**src/rtl/vote_winner_scan.sv**
```systemverilog
// vote_winner_scan: sequential plurality winner finder over NUM_CAND snapshotted vote counts.
// Ports: clock, reset (async, active-high), start (sampled in IDLE), vote_counts (packed,
// candidate i at [i*COUNT_W +: COUNT_W]); busy (in SCAN), done (one-cycle result pulse),
// winner (one-hot), winner_idx, winning_votes, tie; with WINNER_MARGIN_EN defined also
// runner_up_votes and margin.
module vote_winner_scan #(
    parameter int NUM_CAND = 4,
    parameter int COUNT_W  = 8,
    parameter int IDX_W    = $clog2(NUM_CAND)
) (
    input  logic                         clock,
    input  logic                         reset,
    input  logic                         start,
    input  logic [NUM_CAND*COUNT_W-1:0]  vote_counts,
    output logic                         busy,
    output logic                         done,
    output logic [NUM_CAND-1:0]          winner,
    output logic [IDX_W-1:0]             winner_idx,
    output logic [COUNT_W-1:0]           winning_votes,
    output logic                         tie
`ifdef WINNER_MARGIN_EN
    ,
    output logic [COUNT_W-1:0]           runner_up_votes,
    output logic [COUNT_W-1:0]           margin
`endif
);

    typedef enum logic {IDLE, SCAN} state_t;

    localparam logic [IDX_W-1:0] LAST_IDX = IDX_W'(NUM_CAND - 1);

    state_t               state, next_state;
    logic [COUNT_W-1:0]   snap [NUM_CAND];
    logic [COUNT_W-1:0]   best, best_n, cand;
    logic [IDX_W-1:0]     best_idx, best_idx_n, scan_idx;
    logic                 tie_w, tie_n, accept, last, gt;
`ifdef WINNER_MARGIN_EN
    logic [COUNT_W-1:0]   second, second_n;
`endif

    assign accept = (state == IDLE) && start;
    assign last   = (state == SCAN) && (scan_idx == LAST_IDX);
    assign cand   = snap[scan_idx];
    assign gt     = cand > best;

    // Running best after folding in the current candidate; lowest index keeps ties.
    always_comb begin
        best_n     = gt ? cand : best;
        best_idx_n = gt ? scan_idx : best_idx;
        tie_n      = gt ? 1'b0 : (cand == best) ? 1'b1 : tie_w;
`ifdef WINNER_MARGIN_EN
        second_n   = gt ? best : (cand > second) ? cand : second;
`endif
    end

    always_ff @(posedge clock or posedge reset) begin
        if (reset)
            state <= IDLE;
        else
            state <= next_state;
    end

    always_comb begin
        next_state = accept ? SCAN : last ? IDLE : state;
    end

    always_comb begin
        busy = (state == SCAN);
    end

    // Snapshot isolates the scan from counters that keep moving.
    always_ff @(posedge clock) begin
        if (accept)
            for (int i = 0; i < NUM_CAND; i++)
                snap[i] <= vote_counts[i*COUNT_W +: COUNT_W];
    end

    always_ff @(posedge clock or posedge reset) begin
        if (reset) begin
            best     <= '0;
            best_idx <= '0;
            tie_w    <= 1'b0;
            scan_idx <= '0;
`ifdef WINNER_MARGIN_EN
            second   <= '0;
`endif
        end else if (accept) begin
            best     <= vote_counts[COUNT_W-1:0];
            best_idx <= '0;
            tie_w    <= 1'b0;
            scan_idx <= IDX_W'(1);
`ifdef WINNER_MARGIN_EN
            second   <= '0;
`endif
        end else if (state == SCAN) begin
            best     <= best_n;
            best_idx <= best_idx_n;
            tie_w    <= tie_n;
            scan_idx <= scan_idx + IDX_W'(1);
`ifdef WINNER_MARGIN_EN
            second   <= second_n;
`endif
        end
    end

    // Results load only on the final scan edge, so they never expose partial values.
    always_ff @(posedge clock or posedge reset) begin
        if (reset) begin
            done          <= 1'b0;
            winner        <= '0;
            winner_idx    <= '0;
            winning_votes <= '0;
            tie           <= 1'b0;
`ifdef WINNER_MARGIN_EN
            runner_up_votes <= '0;
            margin          <= '0;
`endif
        end else begin
            done <= last;
            if (last) begin
                winner        <= NUM_CAND'(1) << best_idx_n;
                winner_idx    <= best_idx_n;
                winning_votes <= best_n;
                tie           <= tie_n;
`ifdef WINNER_MARGIN_EN
                runner_up_votes <= second_n;
                margin          <= best_n - second_n;
`endif
            end
        end
    end

endmodule

```
**config.mk**
```make
export PLATFORM = sky130hd
export DESIGN_NAME = vote_winner_scan
export DESIGN_NICKNAME = d
export VERILOG_FILES = /design/src/rtl/vote_winner_scan.sv
export SDC_FILE = /design/constraint.sdc
export NUM_CORES = 1
export LEC_CHECK = 0
export BUFFER_PORTS_ARGS = -buffer_cell sky130_fd_sc_hd__buf_2
export CAP_MARGIN = 20
export CORE_MARGIN = 2
export CORE_UTILIZATION = 40
export CTS_CLUSTER_DIAMETER = 60
export DETAILED_ROUTE_END_ITERATION = 10
export GPL_ROUTABILITY_DRIVEN = 0
export SLEW_MARGIN = 20
export SYNTH_ARGS = -nofsm -noshare
export SYNTH_HDL_FRONTEND = slang
export SYNTH_SLANG_ARGS = --single-unit
export TNS_END_PERCENT = 100
```
**constraint.sdc**
```tcl
create_clock -name clock -period 5.8 [get_ports clock]
set_input_delay 0.29 -clock clock [delete_from_list [all_inputs] [get_ports clock]]
set_output_delay 0.29 -clock clock [all_outputs]
set_load 0.01 [all_outputs]
```
==> flow_summary.json <==
{
  "status": "complete, no violations",
  "synth-seq-cells": 62,
  "ys_warn_count": 0,
  "rows": 30,
  "cp-start-kind": "flip-flop",
  "clkTransAtPathRegs_ns": 0.07,
  "start_util_pct": 41.4,
  "hp-class": "input port to async pin",
  "dpl.hpwl_um": 3750,
  "synth_edf_count": 32,
  "finalWirelength_um": 5620,
  "critPathKind": "flip-flop to flip-flop",
  "netlist_area_um2": 2810,
  "synth_ff_type": "edfxtp_1",
  "drt_iter0_markers": 126,
  "gr-total-overflow": 0,
  "ys_seq_area_share_pct": 60.9,
  "cts-resized-gates": 0,
  "dr.pass1.iters": 4,
  "ant_nets": 0,
  "clock-root-buffer": "clkbuf_8",
  "antenna_found_initial": 0,
  "relSlewSlack_pct": 45.0,
  "die_area_um2": 7710,
  "seq_area_um2": 1710,
  "grt_pass1_vias": 1918,
  "avgSynthCellArea_um2": 12.7,
  "setup_tns_ns": 0,
  "postSynthCellCount": 222,
  "timing.fmax_mhz": 279,
  "postCtsSetupBuffers": 0,
  "die_w_um": 87.8,
  "chipHeight_um": 87.8,
  "power.leakage_nw": 1.34,
  "vias": 1969,
  "power_density_nw_per_um2": 571,
  "drc_errors": 0,
  "worst_pin_slew_ns": 0.819,
  "cp.arrival_ns": 3.81,
  "layout_min_cycle_time_ns": 3.58,
  "cts_buffer_depth": 2,
  "fillers": 630,
  "multi_input_area_um2": 981,
  "port-buffer-count": 51,
  "synth_nets": 266,
  "hold_violations": 0,
  "finalSetupViolCount": 0,
  "htreeDepth": 3,
  "critPathMaxFanout": 17,
  "diodes": 0,
  "clk_latency_ns": 0.34,
  "maxCapViolCount": 0,
  "cts_hold_buf": 0,
  "cp-end-kind": "flip-flop",
  "layout_commonest_cell": "buf_2",
  "coreArea_um2": 6790,
  "via_per_inst": 5.28,
  "fin_skew_ns": 0.00864,
  "grtUsageTotal_pct": 16.4,
  "async_flop_share_pct": 48.4,
  "layout_common_cells": "51 x buf_2, 32 x edfxtp_1, 30 x dfrtp_1",
  "cts_sinks": 62,
  "p_total_mw": 1.90,
  "grt_pass1_wl_um": 9370,
  "ys_types": 37,
  "post_drt_wl_per_cell_um": 15.1,
  "fin_nets": 316,
  "rsz0062_at_grt": "no",
  "drv_slew": 0,
  "ir_worst_vdd_uv": 192,
  "io_pins": 52,
  "cts_tree": "done",
  "final_layout_size_suffix_gt1_share_pct": 29.6,
  "grt_max_degree": 31,
  "cp.required_ns": 6.03,
  "area_delta_synth_final_pct": 18.2,
  "cts_buffers": 9,
  "fin_crit_sh_pct": 61.7
}
## layout make-up
class	instances	area share (%)
well taps	96	3.62
repair buffers	54	8.36
clock buffers	10	3.84
inverters	11	1.24
multi-input cells	134	29.5
clock inverters	6	1.88
flip-flops and latches	62	51.5
## synth_stat cells (2+ instances only)
cell type | n | area share (%)
edfxtp_1 | 32 | 34
dfrtp_1 | 30 | 27
nor2_1 | 18 | 2.4
a31oi_1 | 15 | 3.3
o211ai_1 | 15 | 4.0
nand2_1 | 13 | 1.7
nand3_1 | 11 | 2.0
inv_1 | 10 | 1.3
ha_1 | 9 | 4.0
mux4_2 | 8 | 6.4
a211oi_1 | 7 | 1.9
clkbuf_1 | 7 | 0.93
a21oi_1 | 6 | 1.1
nand4_1 | 5 | 1.1
buf_2 | 4 | 0.71
nor2b_1 | 3 | 0.67
nor3_1 | 3 | 0.53
and3_1 | 2 | 0.44
buf_6 | 2 | 0.80
nand2_2 | 2 | 0.44
nand2b_1 | 2 | 0.44
nor3b_1 | 2 | 0.53
o21ai_1 | 2 | 0.36
## registers in the layout (all words and copies together), names as in the netlist
name and flops:
snap 32, done 1, best_idx 2, scan_idx 2
winner 4, winning_votes 8, tie 1, tie_w 1
best 8, winner_idx 2, busy 1
## metal layers
layer	GRT usage (%)	wire length, um
met4	7.13	33
met2	26.2	2780
met1	20.8	2490
met5	0	0
met3	4.81	310
## per-stage QoR
stage / area [um2] / utilization, % / std cells / setup WS [ns] / hold slack [ns]
finish: 3320 / 48.9 / 373 / 2.22 / 0.0249
global route: 3320 / 48.9 / 373 / 1.86 / 0.0658
CTS: 3320 / 48.9 / 373 / 2.17 / 0.0238
detailed placement: 3130 / 46.1 / 357 / 2.19 / 0.392
global placement: 3130 / 46.1 / 357 / 2.26 / 0.391
floorplan: 2810 / - / 222 / 3.03 / 0.381
## power by group
group	internal (mW)	switching, mW
logic	0.336	0.491
registers	0.606	0.103
clock network	0.197	0.165
total	1.14	0.759
## kinds of logic (layout without fill, tap and decap cells)
kind of cell	after synthesis	in the layout	share of synthesized area (%)
flops	62	62	60.9
simple gates	62	62	10.5
compound gates	54	54	13.5
buf+inv	26	81	4.32
fa+ha+maj	9	9	4.01
mux	9	9	6.81
## final timing paths
kind                                 start            end  slack (ns)  depth (start not counted)
max                            scan_idx[0]    best_idx[1]        2.22                          7
min                                  reset           done        0.02                          3
max reg2reg                    scan_idx[0]    best_idx[1]        2.22                          7
min reg2reg                  winner_idx[0]  winner_idx[0]        0.50                          2
max in group asynchronous            reset        best[0]        5.48                          3
min in group clock         vote_counts[28]     snap[3][4]        0.12                          1
## worst max-delay path: stages, from the launching register on
cell and delay, ns:
dfrtp_1 0.85, mux4_2 0.62, ha_1 0.33, nand2_1 0.06, o21ai_1 0.65, nand2_2 0.42, a31o_1 0.35, a32o_1 0.20
No activity file was read; power rests on OpenSTA's default activity.
